--- config.mk ---
export PLATFORM = sky130hd
export DESIGN_NAME = fu_issue_ctrl
export DESIGN_NICKNAME = d
export VERILOG_FILES = /design/src/rtl/fu_issue_ctrl.sv
export SDC_FILE = /design/constraint.sdc
export NUM_CORES = 1
export LEC_CHECK = 0
export ABC_AREA = 1
export CAP_MARGIN = 15
export CORE_MARGIN = 4
export CORE_UTILIZATION = 42
export CTS_BUF_LIST = sky130_fd_sc_hd__clkbuf_4 sky130_fd_sc_hd__clkbuf_8
export CTS_CLUSTER_DIAMETER = 60
export DETAILED_ROUTE_END_ITERATION = 8
export PLACE_DENSITY = 0.85
export SLEW_MARGIN = 20
export SYNTH_ARGS = -nofsm -noshare
export SYNTH_HDL_FRONTEND = slang
export SYNTH_SLANG_ARGS = --single-unit
--- constraint.sdc ---
create_clock -name clk -period 1.83 [get_ports clk]
set_input_delay 0.183 -clock clk [delete_from_list [all_inputs] [get_ports clk]]
set_output_delay 0.183 -clock clk [all_outputs]
set_load 0.05 [all_outputs]
--- src/rtl/fu_issue_ctrl.sv ---
// -----------------------------------------------------------------------------
// fu_issue_ctrl
//   Multi-cycle issue/sequencing controller for the datapath function unit
//   (ALU + shifter + output mux). Accepts one RV32I integer op (R-type,
//   I-type ALU or conditional branch), drives the FU select/operand lines for
//   exactly one cycle (EXEC), registers the FU result, and turns the FU
//   V/C/N/Z flags into SLT/SLTU values and branch decisions.
//
//   State sequence: IDLE -> EXEC -> DONE            (simple ops)
//                   IDLE -> EXEC -> CMP -> DONE     (SLT/SLTU, branches)
//
// Ports
//   clk, rst             clock, synchronous active-high reset
//   in_valid/in_ready    op request handshake (in_ready high only in IDLE)
//   in_funct3, in_alt    funct3 and funct7[5] (SUB/SRA select)
//   in_is_imm            I-type ALU op (in_op2 carries the immediate)
//   in_is_branch         conditional branch compare
//   in_op1, in_op2       rs1 value, rs2 value or immediate
//   out_valid/out_ready  result handshake, outputs held stable until accepted
//   out_result           ALU / compare result, 0 for branches
//   out_taken            branch taken, 0 for non-branches
//   out_illegal          branch with funct3 010/011
//   out_flags            {V,C,N,Z} of the op (only with FU_ISSUE_FLAGS_EN)
//   fu_*                 FU control/operands, all 0 outside EXEC
//   fu_f, fu_v..fu_z     FU result and flags, consumed only in EXEC
//
// Configuration
//   FU_ISSUE_FLAGS_EN    when defined, adds out_flags[3:0] = {V,C,N,Z}
//                        captured in EXEC for every op.
// -----------------------------------------------------------------------------
module fu_issue_ctrl #(
   parameter int SIZE = 32
) (
   input  logic                     clk,
   input  logic                     rst,
   input  logic                     in_valid,
   output logic                     in_ready,
   input  logic [2:0]               in_funct3,
   input  logic                     in_alt,
   input  logic                     in_is_imm,
   input  logic                     in_is_branch,
   input  logic [SIZE-1:0]          in_op1,
   input  logic [SIZE-1:0]          in_op2,
   output logic                     out_valid,
   input  logic                     out_ready,
   output logic [SIZE-1:0]          out_result,
   output logic                     out_taken,
   output logic                     out_illegal,
`ifdef FU_ISSUE_FLAGS_EN
   output logic [3:0]               out_flags,
`endif
   output logic [SIZE-1:0]          fu_a,
   output logic [SIZE-1:0]          fu_b,
   output logic [3:0]               fu_g_select,
   output logic [1:0]               fu_h_select,
   output logic [$clog2(SIZE)-1:0]  fu_shamnt,
   output logic                     fu_mf_select,
   output logic                     fu_i_r,
   output logic                     fu_i_l,
   input  logic [SIZE-1:0]          fu_f,
   input  logic                     fu_v,
   input  logic                     fu_c,
   input  logic                     fu_n,
   input  logic                     fu_z
);

   localparam int SW = $clog2(SIZE);

   localparam logic [3:0] G_ADD = 4'b0010;
   localparam logic [3:0] G_SUB = 4'b0101;
   localparam logic [3:0] G_AND = 4'b1000;
   localparam logic [3:0] G_OR  = 4'b1010;
   localparam logic [3:0] G_XOR = 4'b1100;
   localparam logic [1:0] H_SHR = 2'b01;
   localparam logic [1:0] H_SHL = 2'b10;

   typedef enum logic [1:0] {
      S_IDLE = 2'd0,
      S_EXEC = 2'd1,
      S_CMP  = 2'd2,
      S_DONE = 2'd3
   } state_t;

   // Branch decision from flags packed as {V,C,N,Z}; illegal funct3 gives 0.
   function automatic logic branch_taken(input logic [2:0] f3, input logic [3:0] fl);
      logic lt_s;
      logic res;
      lt_s = fl[1] ^ fl[3];
      case (f3)
         3'b000:  res = fl[0];
         3'b001:  res = ~fl[0];
         3'b100:  res = lt_s;
         3'b101:  res = ~lt_s;
         3'b110:  res = ~fl[2];
         3'b111:  res = fl[2];
         default: res = 1'b0;
      endcase
      return res;
   endfunction

   // SLT uses N^V, SLTU uses the inverted carry (borrow).
   function automatic logic set_less(input logic [2:0] f3, input logic [3:0] fl);
      logic res;
      case (f3)
         3'b010:  res = fl[1] ^ fl[3];
         3'b011:  res = ~fl[2];
         default: res = 1'b0;
      endcase
      return res;
   endfunction

   state_t            state_q, state_d;
   logic [2:0]        funct3_q, funct3_d;
   logic              is_branch_q, is_branch_d;
   logic              is_cmp_q, is_cmp_d;
   logic [3:0]        flags_q, flags_d;
   logic [SIZE-1:0]   result_q, result_d;
   logic              taken_q, taken_d;
   logic              illegal_q, illegal_d;
   logic              in_ready_q, in_ready_d;
   logic              out_valid_q, out_valid_d;
   logic [SIZE-1:0]   fu_a_q, fu_a_d;
   logic [SIZE-1:0]   fu_b_q, fu_b_d;
   logic [3:0]        fu_g_q, fu_g_d;
   logic [1:0]        fu_h_q, fu_h_d;
   logic [SW-1:0]     fu_sh_q, fu_sh_d;
   logic              fu_mf_q, fu_mf_d;
   logic              fu_ir_q, fu_ir_d;
   logic              fu_il_q, fu_il_d;
`ifdef FU_ISSUE_FLAGS_EN
   logic [3:0]        out_flags_q, out_flags_d;
`endif

   // Decoded FU controls for the op currently offered on the input port.
   logic [SIZE-1:0]   dec_a, dec_b;
   logic [3:0]        dec_g;
   logic [1:0]        dec_h;
   logic [SW-1:0]     dec_sh;
   logic              dec_mf, dec_ir, dec_il, dec_cmp;

   // Translate the incoming op into FU select/operand values.
   always_comb begin
      dec_a   = in_op1;
      dec_b   = in_op2;
      dec_g   = G_ADD;
      dec_h   = 2'b00;
      dec_sh  = '0;
      dec_mf  = 1'b0;
      dec_ir  = 1'b0;
      dec_il  = 1'b0;
      dec_cmp = 1'b0;
      if (in_is_branch) begin
         dec_g   = G_SUB;
         dec_cmp = 1'b1;
      end else begin
         case (in_funct3)
            3'b000: begin
               // ADDI ignores funct7[5]; only the R-type form can be SUB.
               if (!in_is_imm && in_alt) begin
                  dec_g = G_SUB;
               end else begin
                  dec_g = G_ADD;
               end
            end
            3'b001: begin
               // Shifter works on fu_b, so rs1 is routed there.
               dec_a  = '0;
               dec_b  = in_op1;
               dec_g  = 4'b0000;
               dec_h  = H_SHL;
               dec_sh = in_op2[SW-1:0];
               dec_mf = 1'b1;
               dec_il = 1'b0;
            end
            3'b010, 3'b011: begin
               dec_g   = G_SUB;
               dec_cmp = 1'b1;
            end
            3'b100: dec_g = G_XOR;
            3'b101: begin
               dec_a  = '0;
               dec_b  = in_op1;
               dec_g  = 4'b0000;
               dec_h  = H_SHR;
               dec_sh = in_op2[SW-1:0];
               dec_mf = 1'b1;
               // SRA fills with the sign bit, SRL with zero.
               dec_ir = in_alt ? in_op1[SIZE-1] : 1'b0;
            end
            3'b110: dec_g = G_OR;
            3'b111: dec_g = G_AND;
            default: dec_g = G_ADD;
         endcase
      end
   end

   // Next-state and next-register values for the issue sequencer.
   always_comb begin
      state_d     = state_q;
      funct3_d    = funct3_q;
      is_branch_d = is_branch_q;
      is_cmp_d    = is_cmp_q;
      flags_d     = flags_q;
      result_d    = result_q;
      taken_d     = taken_q;
      illegal_d   = illegal_q;
      // FU drive is only non-zero in the single EXEC cycle after an accept.
      fu_a_d      = '0;
      fu_b_d      = '0;
      fu_g_d      = 4'b0000;
      fu_h_d      = 2'b00;
      fu_sh_d     = '0;
      fu_mf_d     = 1'b0;
      fu_ir_d     = 1'b0;
      fu_il_d     = 1'b0;
`ifdef FU_ISSUE_FLAGS_EN
      out_flags_d = out_flags_q;
`endif
      case (state_q)
         S_IDLE: begin
            if (in_valid) begin
               state_d     = S_EXEC;
               funct3_d    = in_funct3;
               is_branch_d = in_is_branch;
               is_cmp_d    = dec_cmp;
               result_d    = '0;
               taken_d     = 1'b0;
               illegal_d   = 1'b0;
               fu_a_d      = dec_a;
               fu_b_d      = dec_b;
               fu_g_d      = dec_g;
               fu_h_d      = dec_h;
               fu_sh_d     = dec_sh;
               fu_mf_d     = dec_mf;
               fu_ir_d     = dec_ir;
               fu_il_d     = dec_il;
`ifdef FU_ISSUE_FLAGS_EN
               out_flags_d = 4'b0000;
`endif
            end else begin
               state_d = S_IDLE;
            end
         end
         S_EXEC: begin
`ifdef FU_ISSUE_FLAGS_EN
            out_flags_d = {fu_v, fu_c, fu_n, fu_z};
`endif
            if (is_cmp_q) begin
               flags_d = {fu_v, fu_c, fu_n, fu_z};
               state_d = S_CMP;
            end else begin
               result_d = fu_f;
               state_d  = S_DONE;
            end
         end
         S_CMP: begin
            if (is_branch_q) begin
               illegal_d = (funct3_q[2:1] == 2'b01);
               taken_d   = branch_taken(funct3_q, flags_q);
            end else begin
               result_d = {{(SIZE-1){1'b0}}, set_less(funct3_q, flags_q)};
            end
            state_d = S_DONE;
         end
         S_DONE: begin
            if (out_ready) begin
               state_d = S_IDLE;
            end else begin
               state_d = S_DONE;
            end
         end
         default: state_d = S_IDLE;
      endcase
      in_ready_d  = (state_d == S_IDLE);
      out_valid_d = (state_d == S_DONE);
   end

   // State and output registers with synchronous reset.
   always_ff @(posedge clk) begin
      if (rst) begin
         state_q     <= S_IDLE;
         funct3_q    <= 3'b000;
         is_branch_q <= 1'b0;
         is_cmp_q    <= 1'b0;
         flags_q     <= 4'b0000;
         result_q    <= '0;
         taken_q     <= 1'b0;
         illegal_q   <= 1'b0;
         in_ready_q  <= 1'b1;
         out_valid_q <= 1'b0;
         fu_a_q      <= '0;
         fu_b_q      <= '0;
         fu_g_q      <= 4'b0000;
         fu_h_q      <= 2'b00;
         fu_sh_q     <= '0;
         fu_mf_q     <= 1'b0;
         fu_ir_q     <= 1'b0;
         fu_il_q     <= 1'b0;
`ifdef FU_ISSUE_FLAGS_EN
         out_flags_q <= 4'b0000;
`endif
      end else begin
         state_q     <= state_d;
         funct3_q    <= funct3_d;
         is_branch_q <= is_branch_d;
         is_cmp_q    <= is_cmp_d;
         flags_q     <= flags_d;
         result_q    <= result_d;
         taken_q     <= taken_d;
         illegal_q   <= illegal_d;
         in_ready_q  <= in_ready_d;
         out_valid_q <= out_valid_d;
         fu_a_q      <= fu_a_d;
         fu_b_q      <= fu_b_d;
         fu_g_q      <= fu_g_d;
         fu_h_q      <= fu_h_d;
         fu_sh_q     <= fu_sh_d;
         fu_mf_q     <= fu_mf_d;
         fu_ir_q     <= fu_ir_d;
         fu_il_q     <= fu_il_d;
`ifdef FU_ISSUE_FLAGS_EN
         out_flags_q <= out_flags_d;
`endif
      end
   end

   assign in_ready     = in_ready_q;
   assign out_valid    = out_valid_q;
   assign out_result   = result_q;
   assign out_taken    = taken_q;
   assign out_illegal  = illegal_q;
`ifdef FU_ISSUE_FLAGS_EN
   assign out_flags    = out_flags_q;
`endif
   assign fu_a         = fu_a_q;
   assign fu_b         = fu_b_q;
   assign fu_g_select  = fu_g_q;
   assign fu_h_select  = fu_h_q;
   assign fu_shamnt    = fu_sh_q;
   assign fu_mf_select = fu_mf_q;
   assign fu_i_r       = fu_ir_q;
   assign fu_i_l       = fu_il_q;

endmodule

==> After elaboration in Yosys (flattened, before gate mapping) <==
Index checks and enable logic that the tools add are counted.
Widths: inputs -> output; s select.
{ "totals": {"register_bits": 124, "output_inout_bits": 114} }
{ "classes": {"n_eq_ne": 23, "n_mux": 26, "bitwise": 9, "n_reduce_logical": 18} }
{ "op_table": {"columns": ["cell", "n"], "rows": [
  ["$mux 32", 7],
  ["$pmux 32 s3", 1],
  ["$eq 3x3->1 const B", 8],
  ["$pmux 4 s6", 1],
  ["$eq 3x2->1 const B", 4],
  ["$mux 1", 8],
  ["$ne 2x2->1 const B", 4],
  ["$not 1->1", 8],
  ["$pmux 2 s4", 1],
  ["$eq 2x2->1 const B", 3],
  ["$eq 3x1->1 const B", 2],
  ["$logic_not 3->1", 2],
  ["$mux 3", 2],
  ["$pmux 1 s2", 3],
  ["$pmux 1 s6", 1],
  ["$reduce_or 6->1", 1],
  ["$reduce_or 5->1", 1],
  ["$eq 2x1->1 const B", 2],
  ["$logic_not 2->1", 2],
  ["$pmux 2 s2", 1],
  ["$reduce_and 2->1", 2],
  ["$reduce_and 4->1", 1],
  ["$reduce_or 2->1", 2],
  ["$reduce_or 4->1", 1],
  ["8 further kinds", 8]
]} }

==> Depth between registers and ports, before layout <==
{ "logic_depth": {"ltp_word": 5, "ltp_mapped": 11, "mapped_depth_nobuf": 9} }

==> Worst setup path before layout <==
OpenSTA, ideal clock, no wires.
{ "synth_path": {"kind": "register to register", "startpoint": "register state_q[1]", "endpoint": "register result_q[2] (netlist: out_result[2])", "setup_ps": 71, "arrival_ps": 1446, "setup_slack_ps": 313, "path_stages_with_launch": 12, "path_buffers": 2, "period_less_slack_ps": 1517, "path_cell_list": "dfxtp_1 -> inv_1 -> ha_1 -> buf_6 -> nand2_4 -> inv_2 -> nor2_4 -> nand3_4 -> inv_4 -> buf_12 -> nand3_2 -> a21oi_2"} }
{ "synth_via": {"elab_chain_len": 3, "elab_cells_between_ends": 9, "classes_between": "eq/ne (5); mux (1); reduce/logical (3)"} }
{ "synth_rtl": {"columns": ["element", "line_no", "source"], "rows": [
  ["start, declared", "112", "state_t state_q, state_d;"],
  ["start signal, assigned", "303", "state_q <= state_d;"],
  ["$eq 2x1->1, or another cell as far along", "219", "case (state_q)"],
  ["$ne 2x2->1 (no line) / $reduce_bool 3->1 (equally long branches)", null, null],
  ["$reduce_and 4->1 (no line)", null, null],
  ["end signal, assigned", "308", "result_q <= result_d;"],
  ["end, declared", "117", "logic [SIZE-1:0] result_q, result_d;"]
]} }
Parallel ways exist; a longest one is shown, timed or not.
A chain may end at the register's enable or synchronous reset.

==> Final worst setup path <==
{ "layout_path": {"startpoint": "register fu_b_q[16] (netlist: fu_b[16])", "endpoint": "output fu_b[16]"} }
{ "layout_lines": {"columns": ["element", "line_no", "source"], "rows": [
  ["start, declared", "123", "logic [SIZE-1:0] fu_b_q, fu_b_d;"],
  ["start signal, assigned", "314", "fu_b_q <= fu_b_d;"],
  ["end, declared", "53", "output logic [SIZE-1:0] fu_b,"]
]} }
No word-level cell between the ends.

==> reports/summary.txt <==
Post-Syn Area per Cell: 8.71 um2
clock root cell: clkbuf_8
Area Overhead vs Synth: 60.0%
HP Class: input pin to flip-flop
LEAKAGE: 0.00302 uW
commonest non-fill, non-tap cell in the layout: clkdlybuf4s50_1
Worst Path Buf+Inv: 1
Crit path max-delay family: buffers and inverters
PnR Total Power: 7160 uW
total CTS buffers: 17
total of max-cap violations: 0
register area share after synthesis: 53.4%
post-synth top area share: 53.4%
Core Area: 0.0108 mm2
initial antenna violation count: 0
hold depth: 4
crit path max fanout: 1
Critical Path RT: 1.65 ns
vias per cell: 4.85
Overflow after GRT: 0
first-pass GRT wire length: 22.1 mm
r2r setup slk: 0.17 ns
Post-Syn Nets: 648
average wire per standard cell: 15.6 um
Max clock buf depth: 2
n_diodes: 0
DRT iter0 DRCs: 188
cell accounting for the most synthesized area: dfxtp_1
Netlist cell types: 30
cells after synthesis: 533
largest net degree at the start of global routing: 64
Tot GR Track Use: 21.6%
CTS tree: yes
pwr dens: 963 mW/mm2
Slowest-stage cell, CP: clkdlybuf4s50_1
Yosys reg bits: 124
Setup Skew: 0.00800 ns
Port Buf Inserts: 222
highest clock rate: 566 MHz
Row Count: 38
max_slew headroom: 58.4%
CTS clk-pin slew, worst paths: 0.07 ns
H-tree depth: 4
main area contributors after synthesis: dfxtp_1, nor2_1, nand2_1, nand3_2, a21oi_2
HPWL Detailed: 10.3 mm
initial core utilization: 42.8%
WL final: 14.2 mm
vias in the first global route: 4664
vias: 4408
Final Util: 68.6%
Clk Latency, worst-skew pair: 0.42 ns
setup violators final: 0
Hold Buf Count CTS: 0
final RePlAce weighted congestion: 0.866
peak per-stage delay on the critical path: 0.84 ns
Tightest Pin Transition: 0.623 ns
Top Ports: 224
# DRC: 0
Post-Syn Area: 0.00464 mm2
FILL cells: 835
Final #Nets: 870
maximum vdd ir drop: 548 uV
Worst path depth: 1
status: completed
Setup crit end kind: output pin
1st-pass router iterations: 4
CP Cell Sequence: clkdlybuf4s50_1
Die Y: 113 um
die area: 0.0128 mm2
max-slew violation count: 0
Num Clock Sinks: 124
period utilization: 96.5%
share of cells above drive strength 1: 15.8%
Yosys warning count: 0
Final min period: 1.77 ns
critical path class: flip-flop to output pin
sequential cell area: 0.00248 mm2
DIE WIDTH: 113 um
Final Hold Vio Count: 0
number of post-CTS setup repair buffers: 0
Routed Antenna Nets: 0
worst reg-to-reg path cell count: 10
most frequent cells in the layout: clkdlybuf4s50_1, dfxtp_1, nor2_1, nand2_1, o21ai_0
Startpoint Class: flip-flop
Multi-input gate area: 0.00185 mm2
worst path arrival time: 1.58 ns
-- synthesized netlist by cell type --
| master | n |
|---|---|
| dfxtp_1 | 124 |
| nor2_1 | 106 |
| nand2_1 | 83 |
| o21ai_0 | 47 |
| a21oi_2 | 29 |
| nand3_2 | 29 |
| inv_1 | 26 |
| a21oi_1 | 23 |
| buf_2 | 22 |
| nand3_1 | 9 |
| ha_1 | 5 |
| inv_2 | 5 |
| clkbuf_1 | 4 |
| buf_12 | 3 |
| nand2_2 | 2 |
| nor2_4 | 2 |
| a211oi_1 | 1 |
| a21boi_0 | 1 |
| a22oi_1 | 1 |
| a41oi_1 | 1 |
| buf_4 | 1 |
| buf_6 | 1 |
| conb_1 | 1 |
| inv_4 | 1 |
| nand2_4 | 1 |
| nand3_4 | 1 |
| nor2_2 | 1 |
| nor3_1 | 1 |
| nor4_1 | 1 |
| o211ai_1 | 1 |
-- layout make-up --
type	instances	share of cell area [%]
flip-flops and latches	124	33.4
clock inverters	14	2.31
inverters	32	1.68
multi-input cells	346	24.8
clock buffers	18	3.25
well taps	140	2.36
repair buffers	234	32.2
-- worst paths after layout --
kind | startpoint | to
min | rst | fu_g_select[0]
max | fu_b[16] | fu_b[16]
max reg2reg | state_q[1] | out_result[25]
min reg2reg | out_taken | out_taken
-- state kept, by name, indices dropped and copies added, names as in the netlist, 2 cells and up --
register	cells
flags_q	4
fu_h_select	2
state_q	2
fu_g_select	4
funct3_q	3
fu_a	32
fu_b	32
out_result	32
fu_shamnt	5
-- per-layer routing --
metal / wire (um) / up-vias / global-route usage (%)
met3: 1810 / 23 / 13.2
met2: 6880 / 208 / 36.7
li1: - / 2164 / -
met4: 215 / 0 / 6.73
met5: 0 / - / 0
met1: 5280 / 2013 / 22.1
-- power by group --
group | total [uW] | switching (uW) | internal (uW)
Combinational | 1750 | 1080 | 664
Sequential | 2940 | 76.3 | 2860
Clock | 2470 | 1100 | 1370
-- stage by stage --
| stage | instance area [um2] | setup WS (ns) | hold WS [ns] | TNS, ns | instances |
|---|---|---|---|---|---|
| after CTS | 7380 | 0.0125 | 0.202 | 0 | 907 |
| after floorplan | 4640 | 0.313 | 0.255 | 0 | 533 |
| after global placement | 6960 | 0.0425 | 0.453 | 0 | 875 |
| final | 7430 | 0.0640 | 0.175 | 0 | 908 |
| after global routing | 7430 | -0.0228 | 0.183 | -0.0280 | 908 |
| after detailed placement | 6960 | -0.0782 | 0.465 | -0.448 | 875 |
-- what timing repair did --
item                                   CTS  global route
gates resized for setup                  0            13
setup endpoints to repair                0            42
endpoints found under the hold margin    0             0
-- cells by family (layout without fill, tap and decap cells) --
group | Yosys count | in the layout | share of synthesized area [%]
other | 1 | 1 | 0.0807
adder cells (fa/ha/maj) | 5 | 5 | 1.35
flip-flops | 124 | 124 | 53.4
AND/OR/NAND/NOR | 236 | 236 | 24.2
AO/OA/AOI/OAI | 104 | 104 | 13.8
buffers and inverters | 63 | 298 | 7.03
Note: power is estimated with default switching activity, not from simulation.
